===== src/rtl/nnp_responder.sv =====
// nnp_responder: responder end of the NNP request/acknowledge interface.
// Accepts one request at a time, acknowledges it, and evaluates a signed
// Q8.8 linear layer y_k = bias_k + sum_j W[t][k][j] * x_j (k, j = 0..2) with
// a single time-shared multiplier. Results are returned with a one-cycle
// valid strobe.
//
// Optional feature macro: NNP_RESP_SAT_EN
//   defined   -> results saturate to 0x7FFF / 0x8000
//   undefined -> results wrap (low 16 bits of the shifted accumulator)
//
// Ports:
//   clk, rst              clock, synchronous active-high reset
//   nnp_req / nnp_ack     request level / one-cycle acknowledge
//   nnp_type              operation type (1 and 2 supported)
//   req_data1..3          operands x0..x2 (Q8.8 signed)
//   nnp_vld, nnp_err      result strobe, unsupported-type flag
//   res_data1..3          results y0..y2 (zero unless nnp_vld)
//   wgt_we/addr/data      weight register file write port
//   wgt_drop              pulse when a write arrives while busy
module nnp_responder #(
    parameter int WID_8   = 8,
    parameter int WID_16  = 16,
    parameter int WID_ACC = 36
) (
    input  logic              clk,
    input  logic              rst,
    input  logic              nnp_req,
    output logic              nnp_ack,
    input  logic [WID_8-1:0]  nnp_type,
    input  logic [WID_16-1:0] req_data1,
    input  logic [WID_16-1:0] req_data2,
    input  logic [WID_16-1:0] req_data3,
    output logic              nnp_vld,
    output logic [WID_16-1:0] res_data1,
    output logic [WID_16-1:0] res_data2,
    output logic [WID_16-1:0] res_data3,
    output logic              nnp_err,
    input  logic              wgt_we,
    input  logic [4:0]        wgt_addr,
    input  logic [WID_16-1:0] wgt_data,
    output logic              wgt_drop
);

    typedef enum logic [2:0] {
        IDLE  = 3'd0,
        LOAD  = 3'd1,
        MAC   = 3'd2,
        ROUND = 3'd3,
        DONE  = 3'd4
    } state_t;

`ifdef NNP_RESP_SAT_EN
    localparam int SHF_W = WID_ACC - 8;
`else
    localparam int SHF_W = WID_16;
`endif

    state_t                  state_r;
    logic                    armed_r;
    logic                    t_r;
    logic                    bad_r;
    logic [WID_16-1:0]       x_r     [0:2];
    logic [1:0]              k_r;
    logic [1:0]              j_r;
    logic [3:0]              step_r;
    logic signed [2*WID_16-1:0] prod_r;
    logic [1:0]              prod_k_r;
    logic [WID_ACC-1:0]      acc_r   [0:2];
    logic [WID_16-1:0]       wgt_r   [0:1][0:2][0:3];
    logic                    ack_r;
    logic                    vld_r;
    logic                    err_r;
    logic                    drop_r;
    logic [WID_16-1:0]       res_r   [0:2];

    logic                    start_s;
    logic                    wr_ok_s;
    logic                    t_in_s;
    logic signed [WID_16-1:0] w_sel_s;
    logic signed [WID_16-1:0] x_sel_s;
    logic [SHF_W-1:0]        shf_s   [0:2];
    logic [WID_16-1:0]       y_s     [0:2];

`ifdef NNP_RESP_SAT_EN
    // Clamp a shifted accumulator to the signed 16-bit range.
    function automatic logic [WID_16-1:0] sat16(input logic [SHF_W-1:0] v);
        logic [SHF_W-WID_16:0] top_s;
        top_s = v[SHF_W-1:WID_16-1];
        if ((&top_s) || !(|top_s)) begin
            sat16 = v[WID_16-1:0];
        end else if (v[SHF_W-1]) begin
            sat16 = {1'b1, {(WID_16-1){1'b0}}};
        end else begin
            sat16 = {1'b0, {(WID_16-1){1'b1}}};
        end
    endfunction
`endif

    assign nnp_ack   = ack_r;
    assign nnp_vld   = vld_r;
    assign nnp_err   = err_r;
    assign wgt_drop  = drop_r;
    assign res_data1 = res_r[0];
    assign res_data2 = res_r[1];
    assign res_data3 = res_r[2];

    // Request start, write acceptance, multiplier operand select and rounding.
    always_comb begin
        start_s = (state_r == IDLE) && armed_r && nnp_req;
        // A write in the cycle that launches LOAD is rejected.
        wr_ok_s = (state_r == IDLE) && !start_s;
        t_in_s  = (nnp_type == WID_8'(2));
        w_sel_s = wgt_r[t_r][k_r][j_r];
        case (j_r)
            2'd0:    x_sel_s = x_r[0];
            2'd1:    x_sel_s = x_r[1];
            2'd2:    x_sel_s = x_r[2];
            default: x_sel_s = {WID_16{1'b0}};
        endcase
        // (acc + 128) >>> 8 equals (acc >>> 8) + acc[7].
        for (int k = 0; k < 3; k++) begin
            shf_s[k] = acc_r[k][8 +: SHF_W] + {{(SHF_W-1){1'b0}}, acc_r[k][7]};
`ifdef NNP_RESP_SAT_EN
            y_s[k] = sat16(shf_s[k]);
`else
            y_s[k] = shf_s[k];
`endif
        end
    end

    // Weight register file: identity weights and zero bias after reset.
    always_ff @(posedge clk) begin
        if (rst) begin
            for (int t = 0; t < 2; t++) begin
                for (int k = 0; k < 3; k++) begin
                    for (int j = 0; j < 4; j++) begin
                        wgt_r[t][k][j] <= (k == j) ? 16'h0100 : 16'h0000;
                    end
                end
            end
        end else if (wgt_we && wr_ok_s && (wgt_addr[3:2] != 2'd3)) begin
            wgt_r[wgt_addr[4]][wgt_addr[3:2]][wgt_addr[1:0]] <= wgt_data;
        end else begin
            wgt_r <= wgt_r;
        end
    end

    // Handshake FSM with the multiply-accumulate datapath and registered outputs.
    always_ff @(posedge clk) begin
        if (rst) begin
            state_r  <= IDLE;
            armed_r  <= 1'b1;
            t_r      <= 1'b0;
            bad_r    <= 1'b0;
            k_r      <= 2'd0;
            j_r      <= 2'd0;
            step_r   <= 4'd0;
            prod_r   <= '0;
            prod_k_r <= 2'd0;
            ack_r    <= 1'b0;
            vld_r    <= 1'b0;
            err_r    <= 1'b0;
            drop_r   <= 1'b0;
            for (int k = 0; k < 3; k++) begin
                x_r[k]   <= '0;
                acc_r[k] <= '0;
                res_r[k] <= '0;
            end
        end else begin
            ack_r  <= 1'b0;
            vld_r  <= 1'b0;
            err_r  <= 1'b0;
            drop_r <= wgt_we && !wr_ok_s;
            for (int k = 0; k < 3; k++) begin
                res_r[k] <= '0;
            end
            // Seeing req low at any time re-arms for the next request.
            if (!nnp_req) begin
                armed_r <= 1'b1;
            end
            case (state_r)
                IDLE: begin
                    if (start_s) begin
                        state_r <= LOAD;
                        ack_r   <= 1'b1;
                        armed_r <= 1'b0;
                    end
                end
                LOAD: begin
                    t_r    <= t_in_s;
                    bad_r  <= !((nnp_type == WID_8'(1)) || (nnp_type == WID_8'(2)));
                    x_r[0] <= req_data1;
                    x_r[1] <= req_data2;
                    x_r[2] <= req_data3;
                    for (int k = 0; k < 3; k++) begin
                        acc_r[k] <= {{(WID_ACC-WID_16-8){wgt_r[t_in_s][k][3][WID_16-1]}},
                                     wgt_r[t_in_s][k][3], 8'h00};
                    end
                    k_r     <= 2'd0;
                    j_r     <= 2'd0;
                    step_r  <= 4'd0;
                    state_r <= MAC;
                end
                MAC: begin
                    // Steps 0..8 issue products; steps 1..9 accumulate the previous one.
                    if (step_r < 4'd9) begin
                        prod_r   <= w_sel_s * x_sel_s;
                        prod_k_r <= k_r;
                        if (j_r == 2'd2) begin
                            j_r <= 2'd0;
                            k_r <= k_r + 2'd1;
                        end else begin
                            j_r <= j_r + 2'd1;
                        end
                    end
                    if (step_r != 4'd0) begin
                        acc_r[prod_k_r] <= acc_r[prod_k_r] +
                            {{(WID_ACC-2*WID_16){prod_r[2*WID_16-1]}}, prod_r};
                    end
                    if (step_r == 4'd9) begin
                        state_r <= ROUND;
                    end
                    step_r <= step_r + 4'd1;
                end
                ROUND: begin
                    vld_r <= 1'b1;
                    err_r <= bad_r;
                    for (int k = 0; k < 3; k++) begin
                        res_r[k] <= bad_r ? {WID_16{1'b0}} : y_s[k];
                    end
                    state_r <= DONE;
                end
                DONE: begin
                    state_r <= IDLE;
                end
                default: begin
                    state_r <= IDLE;
                end
            endcase
        end
    end

endmodule


===== config.mk =====
export PLATFORM = sky130hd
export DESIGN_NAME = nnp_responder
export DESIGN_NICKNAME = d
export VERILOG_FILES = /design/src/rtl/nnp_responder.sv
export SDC_FILE = /design/constraint.sdc
export NUM_CORES = 2
export LEC_CHECK = 0
export CORE_MARGIN = 4
export CORE_UTILIZATION = 56
export DETAILED_ROUTE_END_ITERATION = 6
export HOLD_SLACK_MARGIN = 0.05
export MAX_ROUTING_LAYER = met4
export PLACE_DENSITY = 0.77
export SETUP_SLACK_MARGIN = 0.05
export SYNTH_ARGS = -nofsm -noshare
export SYNTH_HDL_FRONTEND = slang
export SYNTH_SLANG_ARGS = --single-unit

===== constraint.sdc =====
create_clock -name clk -period 8.2 [get_ports clk]
set_clock_uncertainty 0.2 [all_clocks]
set_input_delay 1.23 -clock clk [delete_from_list [all_inputs] [get_ports clk]]
set_output_delay 1.23 -clock clk [all_outputs]
set_load 0.02 [all_outputs]

## Word-level counts from Yosys, hierarchy flattened

Memory sizes are Yosys's and may differ from the RTL's. A register that Yosys moved wholly into a read port is not among the register bits.
Cells that the tools add are included.

- Magnitude comparators: 11
- Reductions and logical operators: 24
- Bitwise operators: 21
- Equality and inequality tests: 13
- Multiplexer cells: 67
- $mul: 1
- Add/sub/neg operators: 7

Operators by type and width:

| operator | count |
|---|---|
| 192-bit 2-to-1 mux | 4 |
| 144-bit 2-to-1 mux | 3 |
| 384-bit bitwise mux | 1 |
| 16-bit 2-to-1 mux | 15 |
| 192-bit demux with 1-bit select | 1 |
| 64-bit 2-to-1 mux | 3 |
| 36-bit 2-to-1 mux | 4 |
| 64-bit binary-select mux with 2-bit select | 1 |
| 64-bit demux with 2-bit select | 1 |
| 16-bit by 1-bit adder with 16-bit output | 3 |
| 16-bit case mux with 3 select lines | 1 |
| 36-bit adder | 1 |
| 36-bit OR reduction | 1 |
| 16-bit binary-select mux with 2-bit select | 1 |
| 16-bit demux with 2-bit select | 1 |
| 16-bit by 16-bit multiplier with 32-bit output | 1 |
| 1-bit 2-to-1 mux | 18 |
| 2-bit 2-to-1 mux | 7 |
| 3-bit >= comparator (second input constant) | 4 |
| 2-bit NOT with 3-bit output | 4 |
| 1-bit bitwise OR | 12 |
| 3-bit case mux with 4 select lines | 1 |
| 2-bit inequality test (second input constant) | 5 |
| 1-bit logical AND | 9 |
| other kinds (27) | 42 |

- Memory bits (writable): 204
- Bits in registers: 436
- Logic and storage cells: 184
- Output and inout port bits: 52
- Memories: 3

Memory list:

| name | words | width | read ports | clocked after Yosys merged registers in | wr ports | line | RTL |
|---|---|---|---|---|---|---|---|
| acc_r | 3 | 36 | 4 | 1 | 3 | 68 | `logic [WID_ACC-1:0] acc_r [0:2];` |
| res_r | 3 | 16 | 3 | 0 | 3 | 74 | `logic [WID_16-1:0] res_r [0:2];` |
| x_r | 3 | 16 | 3 | 0 | 3 | 62 | `logic [WID_16-1:0] x_r [0:2];` |

## Depth between registers and ports, before layout

- Depth after elaboration: 11
- Gate-level depth with buffers: 35
- Mapped depth without buffers: 29

## Worst setup path before layout

OpenSTA, ideal clock, no wires.

- Path kind: register to register
- Start: register k_r[0]
- End: register prod_r[17]
- Stages on the path, launching flop included: 30
- Required time: 7.871 ns
- Arrival: 7.522 ns
- Setup slack: 0.349 ns
- Clock period less this slack: 7.851 ns
- Cells stage by stage: dfxtp_1 > buf_4 > buf_2 > buf_4 > buf_2 > mux4_2 > mux4_2 > o2bb2ai_1 > buf_2 > nor2b_1 > fa_1 > inv_1 > fa_1 > fa_1 > fa_1 > inv_1 > fa_1 > inv_1 > fa_1 > inv_1 > ha_1 > and3_1 > nor2_1 > a21oi_1 > a21o_1 > a21o_1 > a21o_1 > a21oi_1 > xor2_1 > o31ai_1

- Word-level cells in the longest chain between the ends: 8

RTL lines:

| element | line | RTL |
|---|---|---|
| start: declaration | 63 | `logic [1:0] k_r;` |
| start signal: assignment | 211 | `k_r <= k_r + 2'd1;` |
| 2-bit NOT with 3-bit output (not written as such) | 113 | `w_sel_s = wgt_r[t_r][k_r][j_r];` |
| 64-bit binary-select mux with 2-bit select | 113 |  |
| 64-bit 2-to-1 mux (not written as such) (2 in series) | 113 |  |
| 16-bit binary-select mux with 2-bit select | 113 |  |
| 16-bit 2-to-1 mux (not written as such) (2 in series) | 113 |  |
| 16-bit by 16-bit multiplier with 32-bit output | 207 | `prod_r <= w_sel_s * x_sel_s;` |
| end signal: assignment | 207 |  |
| end: declaration | 66 | `logic signed [2*WID_16-1:0] prod_r;` |

No other way between the ends. The select of a mux whose other input is x is not followed.
A chain may end at the register's enable or synchronous reset.

## Worst setup path after layout

- Start: register j_r[0]
- End: register prod_r[23]

- Word-level cells in the longest chain between the ends: 5

RTL lines:

| element | line | RTL |
|---|---|---|
| start: declaration | 64 | `logic [1:0] j_r;` |
| start signal: assignment | 213 | `j_r <= j_r + 2'd1;` |
| 2-bit NOT with 3-bit output (not written as such) | 113 |  |
| 16-bit binary-select mux with 2-bit select | 113 |  |
| 16-bit 2-to-1 mux (not written as such) (2 in series) | 113 |  |
| 16-bit by 16-bit multiplier with 32-bit output * | 207 |  |

Mark *: on every way between the ends. The rest lies on a longest branch, timed or not. The select of a mux whose other input is x is not followed.

==> impl_metrics.tcl <==
set metrics [dict create \
    drt-initial-drc-count 3599 \
    grt_setup_unrepaired "false" \
    drt_pass1_iterations 7 \
    dominant_cell_type_by_count_on_the_critical_path "sky130_fd_sc_hd__fa_1" \
    finalSetupTns_ns 0 \
    crit_arrival_ns 8.16 \
    fmax_mhz 128 \
    post-route-drc-count 1 \
    outcome "finished, violations left" \
    worst_path_dominant_cell_family "adder cells" \
    num_vias 28700 \
    final-max-slew-violation-count 0 \
    cts_max_level 3 \
    cp-end-kind "flop" \
    leakagePower_uw 0.0153 \
    hold-path-cell-count 2 \
    drt_wl_total_mm 105 \
    synth_flop_cell "sky130_fd_sc_hd__dfxtp_1" \
    crit_fanout 36 \
    detailed_place_hpwl_mm 73.4 \
    post_route_cells_drive_above_1_share_pct 9.23 \
    ys_async_sr_fraction_pct 0 \
    grt_pass1_vias 27700 \
    synth_commonest_cells "sky130_fd_sc_hd__nand2_1, sky130_fd_sc_hd__dfxtp_1, sky130_fd_sc_hd__a21oi_1" \
    groute.layer.met2.usage_pct 49.5 \
    clock_tree_from_tritoncts "built" \
    grt.met1_usage_pct 40.8 \
    cts.path.max_buffers 3 \
    critical_path.n_buffers_inverters 5 \
    netlist.top_cell.by_area "sky130_fd_sc_hd__dfxtp_1" \
    power_density_nw_per_um2 196 \
    yosysUniqueCellTypes 72 \
    flow.area_growth_from_synthesis_pct 12.9 \
    synth.ff_latch_count 622 \
    gr-usage-met3_pct 6.23 \
    timing.max_cap.violations 0 \
    top_ports 133 \
    finalWeightedCongestion 0.966 \
    grt_remaining_overflow 0 \
    mappedNetlistNets 4241 \
    report.final.hold_viol_count 0 \
    yosysTopAreaCellShare_pct 27.1 \
    row_count 91 \
    nets 4321 \
    syn-cell-area_sq_um 35300 \
    design_power_total_uw 7820 \
    synth_seq_area_share_pct 39.3 \
    non_filler_cells_in_the_finished_layout 4840 \
    worstSetupEndpoint "prod_r[23]" \
    startpoint "j_r[0]" \
    hold-worst-slack_ns 0.252 \
    cts_setup_buffers 0 \
    max-slew-margin-rel_pct 9.51 \
    ctsHoldBuffers 0 \
    layout_min_cycle_time_ns 7.80 \
    grt_start_max_net_pins 104 \
    ant_nets 0 \
    worstHoldPathType "reg -> reg" \
    ff2ff_path_depth 26 \
    cp.depth 26 \
    kind_of_critical_path "reg -> reg" \
    startpoint_type "flop" \
    r2r_slack_ns 0.40 \
    start_util_pct 56.9 \
    die_h_microns 259 \
    cts_root_buf "sky130_fd_sc_hd__clkbuf_16" \
    setup_viol 0 \
    die_width_microns 259 \
    clock-sinks 622 \
    vias_per_cell 5.93 \
    grt_pass1_wl_mm 162 \
    grt-busiest-layer "met2" \
    cts-buffers-inserted 66 \
    crit_required_ns 8.55 \
    drt-wirelength-per-cell_microns 21.7 \
    worst_r2r_startpoint "j_r[0]" \
    io_buffer_count 132 \
    cts_repair_resize_count 0 \
    yosys-top-cells-area "sky130_fd_sc_hd__dfxtp_1, sky130_fd_sc_hd__edfxtp_1, sky130_fd_sc_hd__fa_1, sky130_fd_sc_hd__nand2_1, sky130_fd_sc_hd__mux4_2" \
    clock_latency_ns 0.64 \
    clock_slew_at_reported_path_ffs_ns 0.06 \
    grt.total_usage_pct 31.9 \
    regToRegEndpoint "prod_r[23]" \
    post-route-period-util_pct 95.1 \
    max_slew.worst_pin.slew_ns 1.35 \
    antenna_found_initial 5 \
    core_region_area_sq_um 62100 \
    slowest_stage "sky130_fd_sc_hd__mux4_1" \
    count_of_placed_standard_cells_including_taps 4715 \
    ir_worst_vdd_mv 0.126 \
    violations_in_the_final_reports "DRC" \
    synth-warning-count 0 \
    postSynthCellCount 3867 \
    max_stage_delay_ns 0.58 \
    yosys.cell_count.top_type "sky130_fd_sc_hd__nand2_1" \
    postSynthAreaPerCell_sq_um 9.13 \
    synth-edff-count 144 \
    fp.dieArea_sq_um 67100 \
]
## worst min-delay path by stage
| stage | start | endpoint | slack [ns] |
|---|---|---|---|
| floorplan | wgt_r[43] | wgt_r[43] | 0.23 |
| global placement | wgt_r[57] | wgt_r[57] | 0.23 |
| detailed placement | wgt_r[20] | wgt_r[20] | 0.24 |
| CTS | wgt_r[20] | wgt_r[20] | 0.25 |
| global route | wgt_r[245] | wgt_r[245] | 0.27 |
| finish | wgt_r[26] | wgt_r[26] | 0.25 |
## cells in the final DEF, fill, tap and decap left out, types with 19 or more instances in the layout
| cell | instances |
|---|---|
| sky130_fd_sc_hd__nand2_1 | 954 |
| sky130_fd_sc_hd__dfxtp_1 | 474 |
| sky130_fd_sc_hd__a21oi_1 | 468 |
| sky130_fd_sc_hd__inv_1 | 298 |
| sky130_fd_sc_hd__nor2_1 | 256 |
| sky130_fd_sc_hd__fa_1 | 188 |
| sky130_fd_sc_hd__edfxtp_1 | 144 |
| sky130_fd_sc_hd__clkdlybuf4s50_1 | 131 |
| sky130_fd_sc_hd__mux4_2 | 118 |
| sky130_fd_sc_hd__ha_1 | 105 |
| sky130_fd_sc_hd__buf_4 | 101 |
| sky130_fd_sc_hd__mux2i_1 | 86 |
| sky130_fd_sc_hd__clkbuf_16 | 70 |
| sky130_fd_sc_hd__and2_1 | 63 |
| sky130_fd_sc_hd__o22ai_1 | 52 |
| sky130_fd_sc_hd__xnor2_1 | 51 |
| sky130_fd_sc_hd__xor2_1 | 45 |
| sky130_fd_sc_hd__nand2b_1 | 43 |
| sky130_fd_sc_hd__nand3_1 | 43 |
| sky130_fd_sc_hd__nor2b_1 | 32 |
| sky130_fd_sc_hd__a21o_1 | 26 |
| sky130_fd_sc_hd__clkbuf_1 | 19 |
## registers in the layout (all words and copies together), names as in the netlist, named ones only
register  cells
acc_r        96
armed_r       1
bad_r         1
j_r           2
k_r           2
nnp_ack       1
nnp_err       1
nnp_vld       1
prod_k_r      2
prod_r       24
res_r        48
state_r       3
step_r        4
t_r           1
wgt_drop      1
wgt_r       384
x_r          48
## stage by stage
step	instance area (sq um)	worst slack, ns	util [%]
floorplan	35300	0.349	-
finish	39900	0.399	64.2
global placement	37600	0.347	60.6
CTS	39800	0.199	64.1
global route	39900	0.0590	64.2
detailed placement	37600	0.219	60.6
## area by class of cell
| type | instances | area [sq um] |
|---|---|---|
| clock inverter | 20 | 225 |
| fill | 4987 | 22200 |
| sequential | 622 | 13900 |
| clock buffer | 99 | 1940 |
| inverter | 300 | 1130 |
| multi-input combinational | 2716 | 19400 |
| timing repair buffer | 241 | 2250 |
| tap | 837 | 1050 |
| antenna | 5 | 12.5 |
## logic make-up (layout without fill, tap and decap cells)
kind of cell / count (synthesis) / in the layout / share of synthesized area (%)
and+or+nand+nor: 1488 / 1488 / 17.7
AOI/OAI and AO/OA: 627 / 627 / 9.75
DFF: 622 / 622 / 39.3
buffers and inverters: 529 / 660 / 5.95
adders and majority gates: 293 / 293 / 14.4
muxes: 209 / 209 / 10.3
xor gates and xnor gates: 99 / 99 / 2.55
other: 0 / 5 / 0
## tightest hold or removal path, delay by kind of cell (launching register included)
family / cells / cell delay [ns]
DFF: 1 / 0.31
AOI/OAI and AO/OA: 1 / 0.05
and+or+nand+nor: 1 / 0.05
## routing by layer
metal	routed length (microns)	share of wire, %	vias up
li1	-	-	13000
met1	40000	38	13800
met2	49200	47	1629
met3	10500	10	297
met4	5440	5.2	0
met5	0	0	-
## power by group
group	total [uW]	internal [uW]	switching (uW)
registers	3370	3280	91.4
logic	1470	517	949
clock network	2980	1700	1290
total	7820	5490	2330
No activity file was read; power rests on OpenSTA's default activity.
